==> config.mk <==
export PLATFORM = sky130hd
export DESIGN_NAME = fetch_stage_flat
export DESIGN_NICKNAME = d
export VERILOG_FILES = /design/src/rtl/fetch_stage_if.sv /design/src/rtl/fetch_stage.sv /design/src/flat_wrapper.sv
export SDC_FILE = /design/constraint.sdc
export NUM_CORES = 1
export LEC_CHECK = 0
export ABC_AREA = 1
export CAP_MARGIN = 20
export CORE_MARGIN = 3
export CORE_UTILIZATION = 45
export CTS_CLUSTER_SIZE = 8
export DETAILED_ROUTE_END_ITERATION = 10
export GPL_ROUTABILITY_DRIVEN = 0
export PLACE_DENSITY_LB_ADDON = 0.12
export SYNTH_ARGS = -nofsm -noshare
export SYNTH_HDL_FRONTEND = slang
export SYNTH_SLANG_ARGS = --single-unit
==> constraint.sdc <==
create_clock -name clk -period 1.8 [get_ports clk]
set_clock_uncertainty 0.05 [all_clocks]
set_input_delay 0.36 -clock clk [delete_from_list [all_inputs] [get_ports clk]]
set_output_delay 0.36 -clock clk [all_outputs]
set_load 0.05 [all_outputs]
==> src/rtl/fetch_stage_if.sv <==
// Instruction-memory request/response bus between the fetch stage (master)
// and the instruction memory (slave).
interface fetch_stage_if;
  logic        imem_req;
  logic [31:0] imem_addr;
  logic        imem_ack;
  logic [31:0] imem_rdata;

  modport master (
    output imem_req,
    output imem_addr,
    input  imem_ack,
    input  imem_rdata
  );

  modport slave (
    input  imem_req,
    input  imem_addr,
    output imem_ack,
    output imem_rdata
  );
endinterface

==> src/rtl/fetch_stage.sv <==
// Instruction fetch stage: PC sequencing, imem handshake, stall hold buffer,
// redirect handling and the IF/ID register. Macro BRANCH_DELAY_SLOT_EN keeps the delay-slot word.
module fetch_stage #(
  parameter logic [31:0] RESET_PC = 32'h0000_3000
) (
  input  logic                 clk,
  input  logic                 rst,
  input  logic                 stall,
  input  logic                 redirect,
  input  logic [31:0]          redirect_pc,
  fetch_stage_if.master        imem,
  output logic [31:0]          instrD,
  output logic [31:0]          pcD,
  output logic [31:0]          pc_plus4D,
  output logic                 validD
);

  typedef enum logic [1:0] {
    IDLE  = 2'd0,
    FETCH = 2'd1,
    HOLD  = 2'd2
  } state_t;

  state_t      state_reg, state_next;
  logic [31:0] pc_reg, pc_next;
  logic [31:0] instr_reg, instr_next;
  logic [31:0] pc_d_reg, pc_d_next;
  logic [31:0] pc_plus4_d_reg, pc_plus4_d_next;
  logic        valid_reg, valid_next;
  logic        pend_valid_reg, pend_valid_next;
  logic [31:0] pend_pc_reg, pend_pc_next;
  logic [31:0] hold_word_reg, hold_word_next;

  logic [31:0] pc_plus4;
  logic [31:0] redirect_target;
  logic        redirect_take;
  logic        deliver;
  logic        slot_word;
  logic [31:0] deliver_word;

  assign pc_plus4        = pc_reg + 32'd4;
  assign redirect_target = {redirect_pc[31:2], 2'b00};
  assign redirect_take   = redirect && !stall;

  always_comb begin
    state_next      = state_reg;
    pc_next         = pc_reg;
    instr_next      = instr_reg;
    pc_d_next       = pc_d_reg;
    pc_plus4_d_next = pc_plus4_d_reg;
    valid_next      = valid_reg;
    pend_valid_next = pend_valid_reg;
    pend_pc_next    = pend_pc_reg;
    hold_word_next  = hold_word_reg;
    deliver         = 1'b0;
    deliver_word    = 32'h0;
    slot_word       = 1'b0;

    unique case (state_reg)
      IDLE: state_next = FETCH;
      FETCH: begin
        if (imem.imem_ack) begin
          if (stall) begin
            hold_word_next = imem.imem_rdata;
            state_next     = HOLD;
          end else begin
            deliver      = 1'b1;
            deliver_word = imem.imem_rdata;
          end
        end else if (!stall) begin
          // Request still outstanding: bubble, and park any redirect until the ack.
          valid_next = 1'b0;
          instr_next = 32'h0;
          if (redirect_take) begin
            pend_valid_next = 1'b1;
            pend_pc_next    = redirect_target;
          end
        end
      end
      HOLD: begin
        if (!stall) begin
          deliver      = 1'b1;
          deliver_word = hold_word_reg;
          state_next   = FETCH;
        end
      end
      default: state_next = IDLE;
    endcase

    if (deliver) begin
      // The word delivered alongside (or after) an accepted redirect is the delay slot.
      slot_word       = redirect_take || pend_valid_reg;
      pc_d_next       = pc_reg;
      pc_plus4_d_next = pc_plus4;
      instr_next      = deliver_word;
      valid_next      = 1'b1;
`ifdef BRANCH_DELAY_SLOT_EN
`else
      if (slot_word) begin
        instr_next = 32'h0;
        valid_next = 1'b0;
      end
`endif
      if (redirect_take)       pc_next = redirect_target;
      else if (pend_valid_reg) pc_next = pend_pc_reg;
      else                     pc_next = pc_plus4;
      pend_valid_next = 1'b0;
    end
  end

  always_ff @(posedge clk) begin
    if (rst) begin
      state_reg      <= IDLE;
      pc_reg         <= RESET_PC;
      instr_reg      <= 32'h0;
      pc_d_reg       <= 32'h0;
      pc_plus4_d_reg <= 32'h0;
      valid_reg      <= 1'b0;
      pend_valid_reg <= 1'b0;
      pend_pc_reg    <= 32'h0;
      hold_word_reg  <= 32'h0;
    end else begin
      state_reg      <= state_next;
      pc_reg         <= pc_next;
      instr_reg      <= instr_next;
      pc_d_reg       <= pc_d_next;
      pc_plus4_d_reg <= pc_plus4_d_next;
      valid_reg      <= valid_next;
      pend_valid_reg <= pend_valid_next;
      pend_pc_reg    <= pend_pc_next;
      hold_word_reg  <= hold_word_next;
    end
  end

  assign imem.imem_req  = (state_reg == FETCH);
  assign imem.imem_addr = pc_reg;
  assign instrD         = instr_reg;
  assign pcD            = pc_d_reg;
  assign pc_plus4D      = pc_plus4_d_reg;
  assign validD         = valid_reg;

endmodule

==> src/flat_wrapper.sv <==
// flat-port wrapper written by rule: the top's interface ports become plain ports
module fetch_stage_flat 
#(
  parameter logic [31:0] RESET_PC = 32'h0000_3000
)
  (clk, rst, stall, redirect, redirect_pc, instrD, pcD, pc_plus4D, validD, imem_imem_req, imem_imem_addr, imem_imem_ack, imem_imem_rdata);
  fetch_stage_if imem_i ();
  input  logic clk;
  input  logic rst;
  input  logic stall;
  input  logic redirect;
  input  logic [31:0] redirect_pc;
  output logic [31:0] instrD;
  output logic [31:0] pcD;
  output logic [31:0] pc_plus4D;
  output logic validD;
  output wire logic [$bits(imem_i.imem_req)-1:0] imem_imem_req;
  output wire logic [$bits(imem_i.imem_addr)-1:0] imem_imem_addr;
  input wire logic [$bits(imem_i.imem_ack)-1:0] imem_imem_ack;
  input wire logic [$bits(imem_i.imem_rdata)-1:0] imem_imem_rdata;
  assign imem_imem_req = imem_i.imem_req;
  assign imem_imem_addr = imem_i.imem_addr;
  assign imem_i.imem_ack = imem_imem_ack;
  assign imem_i.imem_rdata = imem_imem_rdata;
  fetch_stage #(.RESET_PC(RESET_PC)) u_core (.clk(clk), .rst(rst), .stall(stall), .redirect(redirect), .redirect_pc(redirect_pc), .imem(imem_i), .instrD(instrD), .pcD(pcD), .pc_plus4D(pc_plus4D), .validD(validD));
endmodule
### Word-level counts from Yosys, hierarchy flattened

Cells that the tools add are included.

| storage, ports and cells | value |
|---|---|
| register bits after elaboration | 194 |
| bits in read-only memories | 0 |
| input bits | 69 |
| memory bits (writable) | 0 |
| memories | 0 |
| word-level logic and storage cells | 52 |
| bits in latches | 0 |

| cells by class | value |
|---|---|
| multiply operators | 0 |
| reduce and logical (&&, ||, !) cells | 10 |
| $add $sub $neg | 1 |
| muxes and demuxes | 23 |
| divide/modulo/power cells | 0 |
| bitwise logic cells | 2 |
| order comparisons | 0 |
| shift-type cells | 0 |
| equality and inequality tests | 7 |

Operator list:

| cell | count |
|---|---|
| two-way mux 32 bit | 10 |
| one-hot mux 32 bit (2 select lines) | 1 |
| adder 32 x 3 -> 32 bit (second input constant) | 1 |
| AND reduction 3 bit | 3 |
| two-way mux 1 bit | 7 |
| two-way mux 2 bit | 3 |
| != test 2 x 1 -> 1 bit (second input constant) | 3 |
| one-hot mux 2 bit (3 select lines) | 1 |
| != test 2 bit (second input constant) | 2 |
| AND reduction 4 bit | 1 |
| == test 2 x 1 -> 1 bit (second input constant) | 1 |
| == test 2 bit (second input constant) | 1 |
| zero test 2 bit | 1 |
| NOT 1 bit | 2 |
| one-hot mux 1 bit (2 select lines) | 1 |
| nonzero test 2 bit | 1 |
| OR reduction 2 bit | 1 |
| logical AND 1 bit | 1 |
| zero test 1 bit | 1 |
| logical OR 1 bit | 1 |

### Depth between registers and ports, before layout

| logic depth | value |
|---|---|
| depth after elaboration | 5 |
| depth in mapped cells | 13 |
| mapped depth without buffers | 10 |

### Worst setup path after synthesis

OpenSTA, ideal clock, no wires.

| timing | value |
|---|---|
| path kind | flip-flop to flip-flop |
| start | reg u_core.state_reg[1] |
| end | reg u_core.pc_plus4_d_reg[18], in the netlist u_core.pc_plus4D[18] |
| setup time | 0.128 ns |
| path buffers | 3 |
| slack | -0.306 ns |
| cell stages (with the launch flop) | 13 |
| arrival | 1.929 ns |
| data required time | 1.622 ns |
| path through | dfxtp_1 -> inv_1 -> ha_1 -> buf_4 -> nand2_1 -> nand2_1 -> nand2_2 -> nor2_8 -> buf_6 -> inv_4 -> buf_4 -> a21oi_1 -> nor2_1 |

| on the way | value |
|---|---|
| longest elaborated chain between the ends | 2 |
| elaborated cells between the ends (all ways) | 3 |
| classes of those cells | eq/ne (2); mux (1) |

RTL lines:

| item | RTL line | source |
|---|---|---|
| start, declared | fetch_stage.sv:24 | `state_t state_reg, state_next;` |
| start signal, assigned | fetch_stage.sv:123 | `state_reg <= state_next;` |
| == test 2 x 1 -> 1 bit | n/a |  |
| net imem_imem_req | flat_wrapper.sv:17 | `output wire logic [$bits(imem_i.imem_req)-1:0] imem_imem_req;` |
| one-hot mux 1 bit (2 select lines) | fetch_stage.sv:59 | `unique case (state_reg)` |
| end signal, assigned | fetch_stage.sv:127 | `pc_plus4_d_reg <= pc_plus4_d_next;` |
| end, declared | fetch_stage.sv:28 | `logic [31:0] pc_plus4_d_reg, pc_plus4_d_next;` |

The timed path passes the listed nets, and every way through them passes these cells.
A chain may end at the register's enable or synchronous reset.

### Worst setup path after layout

| timing | value |
|---|---|
| start | reg u_core.pc_reg[10], in the netlist u_core.imem.imem_addr[10] |
| end | reg u_core.pc_reg[15], in the netlist u_core.imem.imem_addr[15] |

| on the way | value |
|---|---|
| longest elaborated chain between the ends | 3 |

RTL lines:

| item | RTL line | source |
|---|---|---|
| start, declared | fetch_stage.sv:25 | `logic [31:0] pc_reg, pc_next;` |
| start signal, assigned | fetch_stage.sv:124 | `pc_reg <= pc_next;` |
| adder 32 x 3 -> 32 bit | fetch_stage.sv:41 | `assign pc_plus4 = pc_reg + 32'd4;` |
| two-way mux 32 bit | fetch_stage.sv:105 | `else if (pend_valid_reg) pc_next = pend_pc_reg;` |
| two-way mux 32 bit | fetch_stage.sv:104 | `if (redirect_take) pc_next = redirect_target;` |

No other way between the ends.

==> metrics.cfg <==
[clock_tree]
clockBufferDepth = 2
path_clk_slew_ns = 0.07
cts_sinks = 188
cts_tree = yes
cts-root-buf = clkbuf_16
numCtsBuffers = 17
cts_htree_levels = 4
clkLatencyLatePin_ns = 0.43

[global_routing]
overflow = 0
grtUsageTotal_pct = 23.7
grt_pass1_wl_um = 38600
grt_start_max_net_pins = 35
grt_antenna_before_repair = 3
grt_pass1_vias = 7443

[critical_path]
critPathCaptureType = flop
crit_type = reg2reg
path_max_fanout = 4
startpoint_type = flop
cpMaxStageDelayCell = dfxtp_1
max_stage_delay_ns = 0.44
crit_arrival_ns = 2.10
critical_path_required_ns = 2.11
path_cells = nand2_1 > nor2_1 > nand2_1 > nor2_2 > nand2_1 > nand2_1 > o21bai_1 > a21oi_1
cpMostUsedCell = nand2_1

[sta]
post-route-min-period_ns = 1.80
hold_viol = 0
finalWorstSetupSlack_ns = 0.00463
fin_crit_sh_pct = 99.7
clock.fmax_mhz = 557
setup_viol = 0
grt_setup_unrepaired = true
slew_violations = 0

[die]
core_sq_um = 17700
dieHeight_um = 142
start_util_pct = 46.9
row_count = 48
die_w_um = 142
pin_count = 199
dieArea_sq_um = 20100

[synth]
ys_types = 35
synth-seq-cells = 188
syn-cell-area_sq_um = 8280
netlist_instances = 1136
avgSynthCellArea_sq_um = 7.28
async_flop_share_pct = 0
synth_edf_count = 0
synthFlopType = dfxtp_1
yosysSeqAreaShare_pct = 45.5
yosys_warnings = 0

[power]
total_power_mw = 9.86
ir_drop_uv = 674
p_per_area_nw_per_um2 = 858
leakagePower_nw = 4.71

[final_layout]
layout.cells.non_filler = 1594
design_area_sq_um = 11500
fillers = 1578
antenna_cells = 0
syn_to_final_growth_pct = 38.9
nets = 1431
drive_gt1_share_pct = 20.7

[placed_design]
pre_cts_slack_ns = -0.227
portBuffers = 190
place_area_sq_um = 10700
dp_cells = 1560
hpwl_um = 17800

[drt]
wl_per_cell_um = 15.6
antenna_left = 0
drtPass1Iterations = 4
vias = 8325
postRouteWirelength_um = 24800
drc = 0
via_per_inst = 5.22
drt_iter0_markers = 526

[flow_run]
cap_viol_max_count = 0

[outcome]
status = completed

[hold_path]
hp-class = in2reg

-- timing repair --
item                       CTS  global route
setup buffers                0             1
gates resized for setup      1            22
pin swaps                    0             3
hold buffers                 0             0
cloned                       0             2
setup endpoints to repair   10            80
-- layout by cell type, fill, tap and decap left out, types with 4 or more instances in the layout --
cell type	instances
o21bai_1	8
conb_1	6
dfxtp_1	183
a22o_1	15
xor2_1	7
buf_12	27
nor2_2	5
clkdlybuf4s50_1	65
nand2_2	7
inv_2	7
nor2_1	73
o21ai_1	31
a21o_1	13
a21oi_1	154
inv_1	86
bufinv_16	4
buf_4	180
clkbuf_16	19
o21ai_0	141
nand3_1	65
nand2_1	229
-- worst max-delay path: cells and delay by family, from the launching register on --
kind,cells,cell delay [ns]
and+or+nand+nor,6,1.04
DFF,1,0.44
AOI/OAI and AO/OA,2,0.21
-- layout make-up --
type	instances	area, sq um	share of cell area [%]
clock buffer	19	453	3.94
clock inverter	12	186	1.62
inverter	97	377	3.28
multi-input combinational	778	3820	33.3
tap	225	282	2.45
sequential	188	3770	32.9
timing repair buffer	275	2600	22.6
-- stage by stage --
stage,TNS (ns),util [%],hold WS [ns]
after floorplan,0,-,0.374
after global placement,-19.73,60.7,0.382
after detailed placement,-22.26,60.7,0.389
after CTS,0,64.3,0.244
after global routing,-0.167,65.1,0.307
final,0,65.1,0.287
-- logic make-up after synthesis --
group | count (synthesis) | share of synthesized area (%)
adders and majority gates | 5 | 0.756
xor gates and xnor gates | 9 | 0.953
buffers and inverters | 175 | 9.43
other | 1 | 0.0453
and+or+nand+nor | 389 | 19.4
DFF | 188 | 45.5
AOI/OAI and AO/OA | 369 | 23.9
-- power breakdown --
part | internal, mW | leakage (nW) | switching [mW] | total, mW
logic | 0.590 | 2.88 | 0.849 | 1.44
registers | 4.28 | 1.52 | 0.0831 | 4.37
clock network | 2.41 | 0.302 | 1.65 | 4.05
total | 7.28 | 4.71 | 2.58 | 9.86
-- worst paths after layout --
| path | start | end | slack, ns | cells after the start |
|---|---|---|---|---|
| worst max-delay path | u_core.imem.imem_addr[10] | u_core.imem.imem_addr[15] | 0.005 | 8 |
| worst min-delay path | rst | u_core.pcD[13] | 0.29 | 4 |
| worst max register to register | u_core.imem.imem_addr[10] | u_core.imem.imem_addr[15] | 0.005 | 8 |
| worst min register to register | u_core.hold_word_reg[22] | u_core.hold_word_reg[22] | 0.40 | 2 |
-- cell usage after synthesis (all sizes together), types with 13 or more instances --
| library cell | number | area [sq um] |
|---|---|---|
| nor2 | 82 | 344 |
| inv | 97 | 369 |
| buf | 39 | 265 |
| a22o | 15 | 131 |
| dfxtp | 188 | 3760 |
| nand2 | 237 | 907 |
| a21oi | 155 | 776 |
| nand3 | 65 | 325 |
| o21ai | 172 | 861 |
| a21o | 13 | 97.6 |
| clkbuf | 39 | 146 |
-- per-layer routing --
layer  wire length (um)  GRT usage, %  vias to the layer above
li1                   -             -                     4179
met1              11200          32.9                     3794
met2              11300          37.2                      310
met3               1900          5.26                       36
met4                438          7.17                        6
met5                 34             0                        -
Power figures use the tool's default switching activity.
